### src/rtl/mem_arbiter.sv
// Two-master memory arbiter: instruction and data masters share one memory bus.
// Contention alternates via last_was_data; one IDLE cycle always separates grants.
module mem_arbiter #(
  parameter bit DATA_FIRST = 1'b1
) (
  input  logic        clk,
  input  logic        reset,
  input  logic [19:1] instr_m_addr,
  input  logic        instr_m_access,
  output logic        instr_m_ack,
  output logic [15:0] instr_m_data_in,
  input  logic [19:1] data_m_addr,
  input  logic [15:0] data_m_data_out,
  input  logic        data_m_access,
  input  logic        data_m_wr_en,
  input  logic [1:0]  data_m_bytesel,
  output logic        data_m_ack,
  output logic [15:0] data_m_data_in,
  output logic [19:1] q_m_addr,
  output logic [15:0] q_m_data_out,
  output logic        q_m_access,
  output logic        q_m_wr_en,
  output logic [1:0]  q_m_bytesel,
  input  logic [15:0] q_m_data_in,
  input  logic        q_m_ack,
  output logic        busy,
  output logic [1:0]  state_dbg
);

  typedef enum logic [1:0] {
    IDLE        = 2'd0,
    GRANT_INSTR = 2'd1,
    GRANT_DATA  = 2'd2
  } state_t;

  state_t state, state_nxt;
  logic   last_was_data, last_was_data_nxt;

  always_ff @(posedge clk) begin
    if (reset) begin
      state         <= IDLE;
      last_was_data <= ~DATA_FIRST;
    end else begin
      state         <= state_nxt;
      last_was_data <= last_was_data_nxt;
    end
  end

  // Handshake: a master holds access until its ack; an ack completes the
  // transfer in the cycle it is seen, and the arbiter returns to IDLE next.
  always_comb begin
    state_nxt         = state;
    last_was_data_nxt = last_was_data;
    case (state)
      IDLE: begin
        if (instr_m_access && data_m_access) begin
          if (last_was_data) begin
            state_nxt         = GRANT_INSTR;
            last_was_data_nxt = 1'b0;
          end else begin
            state_nxt         = GRANT_DATA;
            last_was_data_nxt = 1'b1;
          end
        end else if (data_m_access) begin
          state_nxt         = GRANT_DATA;
          last_was_data_nxt = 1'b1;
        end else if (instr_m_access) begin
          state_nxt         = GRANT_INSTR;
          last_was_data_nxt = 1'b0;
        end
      end
      GRANT_INSTR: begin
        if (q_m_ack || !instr_m_access) state_nxt = IDLE;
      end
      GRANT_DATA: begin
        if (q_m_ack || !data_m_access) state_nxt = IDLE;
      end
      default: state_nxt = IDLE;
    endcase
  end

  always_comb begin
    q_m_addr     = '0;
    q_m_data_out = '0;
    q_m_access   = 1'b0;
    q_m_wr_en    = 1'b0;
    q_m_bytesel  = 2'b00;
    instr_m_ack  = 1'b0;
    data_m_ack   = 1'b0;
    case (state)
      GRANT_INSTR: begin
        q_m_addr    = instr_m_addr;
        q_m_access  = instr_m_access & ~q_m_ack;
        q_m_bytesel = 2'b11;
        instr_m_ack = q_m_ack;
      end
      GRANT_DATA: begin
        q_m_addr     = data_m_addr;
        q_m_data_out = data_m_data_out;
        q_m_access   = data_m_access & ~q_m_ack;
        q_m_wr_en    = data_m_wr_en;
        q_m_bytesel  = data_m_bytesel;
        data_m_ack   = q_m_ack;
      end
      default: ;
    endcase
  end

  assign instr_m_data_in = q_m_data_in;
  assign data_m_data_in  = q_m_data_in;
  assign busy            = (state != IDLE);
  assign state_dbg       = state;

endmodule

### config.mk
export PLATFORM = sky130hd
export DESIGN_NAME = mem_arbiter
export DESIGN_NICKNAME = d
export VERILOG_FILES = /design/src/rtl/mem_arbiter.sv
export SDC_FILE = /design/constraint.sdc
export NUM_CORES = 1
export LEC_CHECK = 0
export BUFFER_PORTS_ARGS = -buffer_cell sky130_fd_sc_hd__buf_2
export CORE_MARGIN = 5
export CORE_UTILIZATION = 28
export CTS_CLUSTER_SIZE = 28
export DETAILED_ROUTE_END_ITERATION = 12
export GPL_ROUTABILITY_DRIVEN = 0
export PLACE_DENSITY_LB_ADDON = 0.15
export SLEW_MARGIN = 25
export SYNTH_ARGS = -nofsm -noshare
export SYNTH_HDL_FRONTEND = slang
export SYNTH_SLANG_ARGS = --single-unit
### constraint.sdc
create_clock -name clk -period 1.79 [get_ports clk]
set_input_delay 0.358 -clock clk [delete_from_list [all_inputs] [get_ports clk]]
set_output_delay 0.358 -clock clk [all_outputs]
set_load 0.03 [all_outputs]
==> results of run 1 <==
-- how the worst max path moves through the flow --
stage / end / slack [ns]
after floorplan: q_m_addr[1] / 0.01
after global placement: q_m_access / 0.11
after detailed placement: q_m_access / 0.07
after CTS: q_m_addr[8] / -0.05
after global routing: q_m_access / -0.10
final: q_m_access / -0.05
-- metal layers --
metal  up-vias  part of all wire [%]  wire [um]
met3        17                   9.8        358
met1       560                    33       1200
met2        61                    55       2010
met4         0                   2.0         74
met5         -                     0          0
li1        565                     -          -
-- cells by family (layout without fill, tap and decap cells) --
family	count (synthesis)	in the layout	share of synthesized area, %
AOI/OAI and AO/OA	28	28	23.8
adders and majority gates	5	5	6.77
buffers and inverters	44	127	31.4
DFF	3	3	6.50
muxes	1	1	1.08
and+or+nand+nor	46	46	30.4
-- final cells by class --
cell class	count	area [um2]	area share, %
multi-input cells	80	817	45.4
repair buffers	119	812	45.1
flip-flops and latches	3	67.6	3.75
well taps	44	55.1	3.06
clock buffers	4	26.3	1.46
inverters	4	22.5	1.25
-- where the power goes --
group,internal [mW],switching [mW]
combinational,0.323,0.333
sequential,0.0746,0.0108
clock,0.0839,0.0404
-- cells in the mapped netlist --
master	instances	share of area, %
a2111o_1	1	1.2
and2_1	19	13
nor3b_1	1	0.81
inv_1	4	1.6
a22oi_1	20	16
o32ai_1	1	0.95
o32ai_2	1	1.8
nand2_1	2	0.81
nor2b_1	21	14
nor2_1	1	0.41
nand2b_1	1	0.68
buf_2	4	2.2
clkbuf_1	4	1.6
mux2i_1	1	1.1
buf_4	32	26
ha_1	5	6.8
or3_1	1	0.68
o32a_2	1	1.2
dfxtp_1	3	6.5
o21bai_1	1	0.81
a21oi_1	3	1.6
-- critical path: cells and delay by family, from the launching register on --
family,cells,cell delay [ns]
fa+ha+maj,1,0.16
buf+inv,3,0.34
simple gates,1,0.20
mux,1,0.18
flops,1,0.37
-- sequential cells by signal (all words and copies together) (netlist names) --
register	cells
state_dbg	2
last_was_data	1
-- stage by stage --
step | std cells | setup TNS, ns
floorplan | 127 | 0
global placement | 243 | 0
detailed placement | 243 | 0
CTS | 248 | -0.772
global route | 254 | -1.14
finish | 254 | -0.0878
-- what timing repair did --
action	CTS	global route
setup endpoints to repair	40	40
gates cloned	0	1
pin swaps	1	14
hold buffers	0	0
buffers inserted	1	5
resized for setup	31	70
==> reports/qor.txt, run 1 <==
clk slew on worst S/H paths -> 0.03 ns
synthesized flop and latch total -> 3
reg2reg start -> state_dbg[0]
NumNets Final -> 294
Initial Utilization -> 29.8%
cell area after layout -> 1800 um2
commonest non-fill, non-tap cell in the layout -> buf_2
Cell Area, Synth -> 925 um2
Ports -> 154
Via Count -> 1,203
total grt overflow -> 0
cell-by-cell trace of the critical path -> inv_6, ha_4, buf_8, mux2i_4, nor3b_4, buf_6
TritonCTS Buffers -> 3
Routed Antenna Nets -> 0
total chip power -> 0.865 mW
GRT Util Overall -> 14.5%
max_slew headroom -> 85.5%
pin count of the biggest net entering global routing -> 19
grt peak-use layer -> met2
die width -> 67.5 um
final setup violation count -> 3
worst reg2reg setup slack -> 0.42 ns
syn nets -> 210
Crit. Startpoint -> state_dbg[0]
most frequent cells in the layout -> buf_2 (78), buf_6 (25), and2_1 (19)
unique cell type count in the Yosys netlist -> 21
Max-cap violations -> 0
Tightest Pin Transition -> 0.217 ns
H-Tree Depth -> 1
Site Rows -> 20
Port Buffers -> 105
Routed WL -> 3.64 mm
share of layout cells above drive strength 1 -> 82.9%
Worst setup EP type -> output pin
Die Span Y -> 67.5 um
Clock Sink Count -> 3
post-layout util -> 58.0%
Worst EP required -> 1.43 ns
vias in the first global route -> 1,240
Max Buffers Root-to-Sink -> 2
Final Hold Fails -> 0
synthesized instance count -> 127
CP Class -> register to output pin
arrival time worst endpoint -> 1.48 ns
CTS tree -> built
Syn Area/Cell -> 7.28 um2
WL/cell -> 14.3 um
Startpoint Class -> register
Final Critical Period -> 1.84 ns
slowest cell on the critical path -> dfxtp_4
core region area -> 3100 um2
failing checks -> setup timing
status -> finished, violations left
hold_sp -> reset
max-slew violations -> 0
Place WS -> 0.0704 ns
DP Wirelength -> 2.78 mm
clk root buf -> clkbuf_4
Filler cells -> 306
Setup WS post-layout -> -0.0478 ns
Post-route DRC -> 0
Pre-antenna DRT Iters -> 2
met2 usage -> 26.2%
post-synthesis sequential area ratio -> 6.50%
Layout area overhead -> 94.7%
Crit Path Max Fanout -> 7
DR iter-0 viols -> 24
period utilization -> 103%
final setup skew -> 0.00581 ns
n_diodes -> 0
Hold Path Sink -> last_was_data
initial antenna violation count -> 0
power density over the cells -> 480 nW/um2
worst vdd ir -> 401 uV
GR Layer Usage met1 -> 15.4%
RSZ-0062 raised after global routing -> yes
Hold WC Path Type -> input port to register
DP Area -> 1360 um2
worst reg-to-reg path cell count -> 5
first-pass GRT wire length -> 5.21 mm
Max Fclk -> 544 MHz
YS warnings -> 0
Leakage -> 0.835 nW
R2R Path End -> state_dbg[0]
die area -> 4550 um2
Hold Path Stages -> 2
vias per std cell -> 4.74
Hold WS -> 0.352 ns
clk_lat worst skew -> 0.24 ns
Max stage delay on crit path -> 0.37 ns
GR Layer Usage met3 -> 5.16%
Note: power is estimated with default switching activity, not from simulation.
==> inputs of run 2 (changes only) <==
--- a/config.mk
+++ b/config.mk
@@ -5,9 +5,11 @@
 export SDC_FILE = /design/constraint.sdc
 export NUM_CORES = 1
 export LEC_CHECK = 0
+export ABC_AREA = 1
 export BUFFER_PORTS_ARGS = -buffer_cell sky130_fd_sc_hd__buf_2
 export CORE_MARGIN = 5
-export CORE_UTILIZATION = 28
+export CORE_UTILIZATION = 30
+export CTS_BUF_LIST = sky130_fd_sc_hd__clkbuf_16
 export CTS_CLUSTER_SIZE = 28
 export DETAILED_ROUTE_END_ITERATION = 12
 export GPL_ROUTABILITY_DRIVEN = 0
==> constraint.sdc (replaced) <==
create_clock -name clk -period 2.4 [get_ports clk]
set_input_delay 0.48 -clock clk [delete_from_list [all_inputs] [get_ports clk]]
set_output_delay 0.48 -clock clk [all_outputs]
set_load 0.03 [all_outputs]
==> run 2 against run 1 <==
The flow now finishes without violations. Clock-buffer cell count decreased by 1. Worst hold slack improved by 0.084 ns. Setup slack improved by 0.27 ns. Die area decreased by 6.0%. Combinational power decreased by 51%. Sequential share of layout area increased by 0.82 points. Clock skew decreased by 0.0031 ns. Non-clock buffer count decreased by 10. Sequential power decreased by 29%. Final area decreased by 27%. Critical path type unchanged.
==> reports/qor.txt, run 2 <==
status -> finished clean
postcts setup bufs -> 0
RSZ-0062 raised after global routing -> no
asr flop ratio synth -> 0%
post-cts hold buffer count -> 0
Max-cap violations -> 0
Die Span Y -> 65.4 um
synthesized flop and latch total -> 3
power density over the cells -> 489 nW/um2
final setup skew -> 0.00275 ns
vias in the first global route -> 1,123
Worst setup EP type -> output pin
final setup violation count -> 0
Tightest Pin Transition -> 0.357 ns
Place WS -> 0.417 ns
Syn Area/Cell -> 5.29 um2
unique cell type count in the Yosys netlist -> 13
synthesized-area fraction occupied by adder cells -> 6.79%
CP Class -> register to output pin
commonest non-fill, non-tap cell in the layout -> buf_2
share of layout cells above drive strength 1 -> 45.7%
die width -> 65.4 um
NumNets Final -> 331
vias per std cell -> 4.18
worst vdd ir -> 524 uV
GRT Util Overall -> 13.9%
Leakage -> 0.915 nW
post-layout util -> 43.8%
YS warnings -> 0
total grt overflow -> 0
Hold WS -> 0.436 ns
Final Hold Fails -> 0
arrival time worst endpoint -> 1.70 ns
largest family of logic cells by synthesized area -> buffers and inverters
Startpoint Class -> register
Hold Path Sink -> last_was_data
Final Critical Period -> 2.18 ns
Clock Sink Count -> 3
post-synthesis sequential area ratio -> 6.52%
Pre-antenna DRT Iters -> 4
Layout area overhead -> 42.7%
clk_lat worst skew -> 0.22 ns
clk slew on worst S/H paths -> 0.03 ns
Placed Instances -> 276
synthesized instance count -> 174
worst reg-to-reg path cell count -> 8
Max Fclk -> 458 MHz
syn nets -> 257
Cell Area, Synth -> 921 um2
Cell Count, Final, Fillers Out -> 280
Top FF cell, synth -> dfxtp_1
Via Count -> 1,169
top-count cell post-synth -> nand2_1
Post-synth EDFFs -> 0
max-slew violations -> 0
Setup WS post-layout -> 0.218 ns
DP Wirelength -> 2.49 mm
simple-gate area share of the yosys netlist -> 31.1%
reg2reg start -> state_dbg[0]
top cells by area, synth -> nand2_1 (27%), buf_4 (27%), a21oi_1 (13%)
H-Tree Depth -> 1
post-synthesis mux area share -> 1.09%
post-synthesis xor/xnor area fraction -> 0%
TritonCTS Buffers -> 3
Yosys top cell area share -> 27.3%
Post-route DRC -> 0
initial antenna violation count -> 0
Site Rows -> 20
Worst EP required -> 1.92 ns
DR iter-0 viols -> 44
post-route setup TNS -> 0 ns
Hold Path Stages -> 2
die area -> 4280 um2
Max Buffers Root-to-Sink -> 2
Hold WC Path Type -> input port to register
R2R Path End -> state_dbg[0]
Crit Path Max Fanout -> 11
Routed Antenna Nets -> 0
hold_sp -> reset
most frequent cells in the layout -> buf_2 (105), nand2_1 (67), inv_1 (26)
Initial Utilization -> 30.7%
max_slew headroom -> 76.2%
CTS tree -> built
CTS resizes -> 0
Port Buffers -> 105
WL/cell -> 10.9 um
worst reg2reg setup slack -> 1.00 ns
post-synthesis compound-gate area fraction -> 13.6%
synth cell count leaders -> nand2_1 (67), buf_4 (33), inv_1 (25)
clk root buf -> clkbuf_16
period utilization -> 90.9%
first-pass GRT wire length -> 4.95 mm
Routed WL -> 3.05 mm
number of flip-flops in the largest register -> 2
Ports -> 154
Yosys top cell by area -> nand2_1
core region area -> 3000 um2
n_diodes -> 0
pin count of the biggest net entering global routing -> 23
run 2: cell count changes in the layout (fill, tap and decap cells not counted), moves of 4 or more:
cell      previous run  this run
and2_1              19         0
ha_1                 1         5
buf_2               78       105
nand2_1              2        67
clkbuf_4             9         0
nor2b_4              5         0
buf_6               25         0
inv_1                2        26
buf_4                8         4
nor2_1               1         5
nor2b_2             16         0
a22oi_2             18         0
a21oi_1              2        24
run 2: worst max-delay path by stage:
| stage | cells after the start | slack, ns | from | endpoint |
|---|---|---|---|---|
| detailed placement | 6 | 0.42 | state_dbg[0] | q_m_addr[18] |
| global placement | 6 | 0.46 | state_dbg[0] | q_m_bytesel[1] |
| global route | 6 | 0.04 | state_dbg[0] | q_m_addr[18] |
| CTS | 6 | 0.18 | state_dbg[0] | q_m_addr[18] |
| floorplan | 5 | 0.1 | state_dbg[0] | q_m_access |
| finish | 6 | 0.22 | state_dbg[0] | q_m_addr[10] |
run 2: per-stage QoR:
stage | area (um2) | power, mW
after floorplan | 921 | 0.367
after global placement | 1230 | 0.387
after detailed placement | 1230 | 0.386
after CTS | 1310 | 0.652
after global routing | 1310 | 0.688
final | 1310 | 0.642
run 2: cell type report:
class                      instances  area, um2
fill                             346       1690
timing repair buffer             109        556
multi-input combinational        106        484
inverter                          25       93.8
clock buffer                       3       75.1
sequential                         3       60.1
tap                               33       41.3
clock inverter                     1       3.75
run 2: per-layer routing:
metal  up-vias  global-route usage [%]  routed length [um]
li1        632                       -                   -
met1       471                    16.6                1200
met2        54                    23.4                1470
met3        12                    3.59                 330
met4         0                    6.22                  47
met5         -                       0                   0
run 2: kinds of logic after synthesis:
logic type,Yosys count
mux,1
simple gates,75
compound gates,25
flops,3
buf+inv,65
fa+ha+maj,5
run 2: critical path, cell delays in order, from the launching register on:
cell,delay [ns]
dfxtp_1,0.34
inv_1,0.11
ha_1,0.38
buf_4,0.25
nand2_1,0.06
a21oi_1,0.12
buf_2,0.21
run 2: power breakdown:
group          internal (mW)  total (mW)  switching (mW)
clock network          0.215       0.262          0.0468
registers             0.0555      0.0608         0.00527
logic                  0.108       0.319           0.211
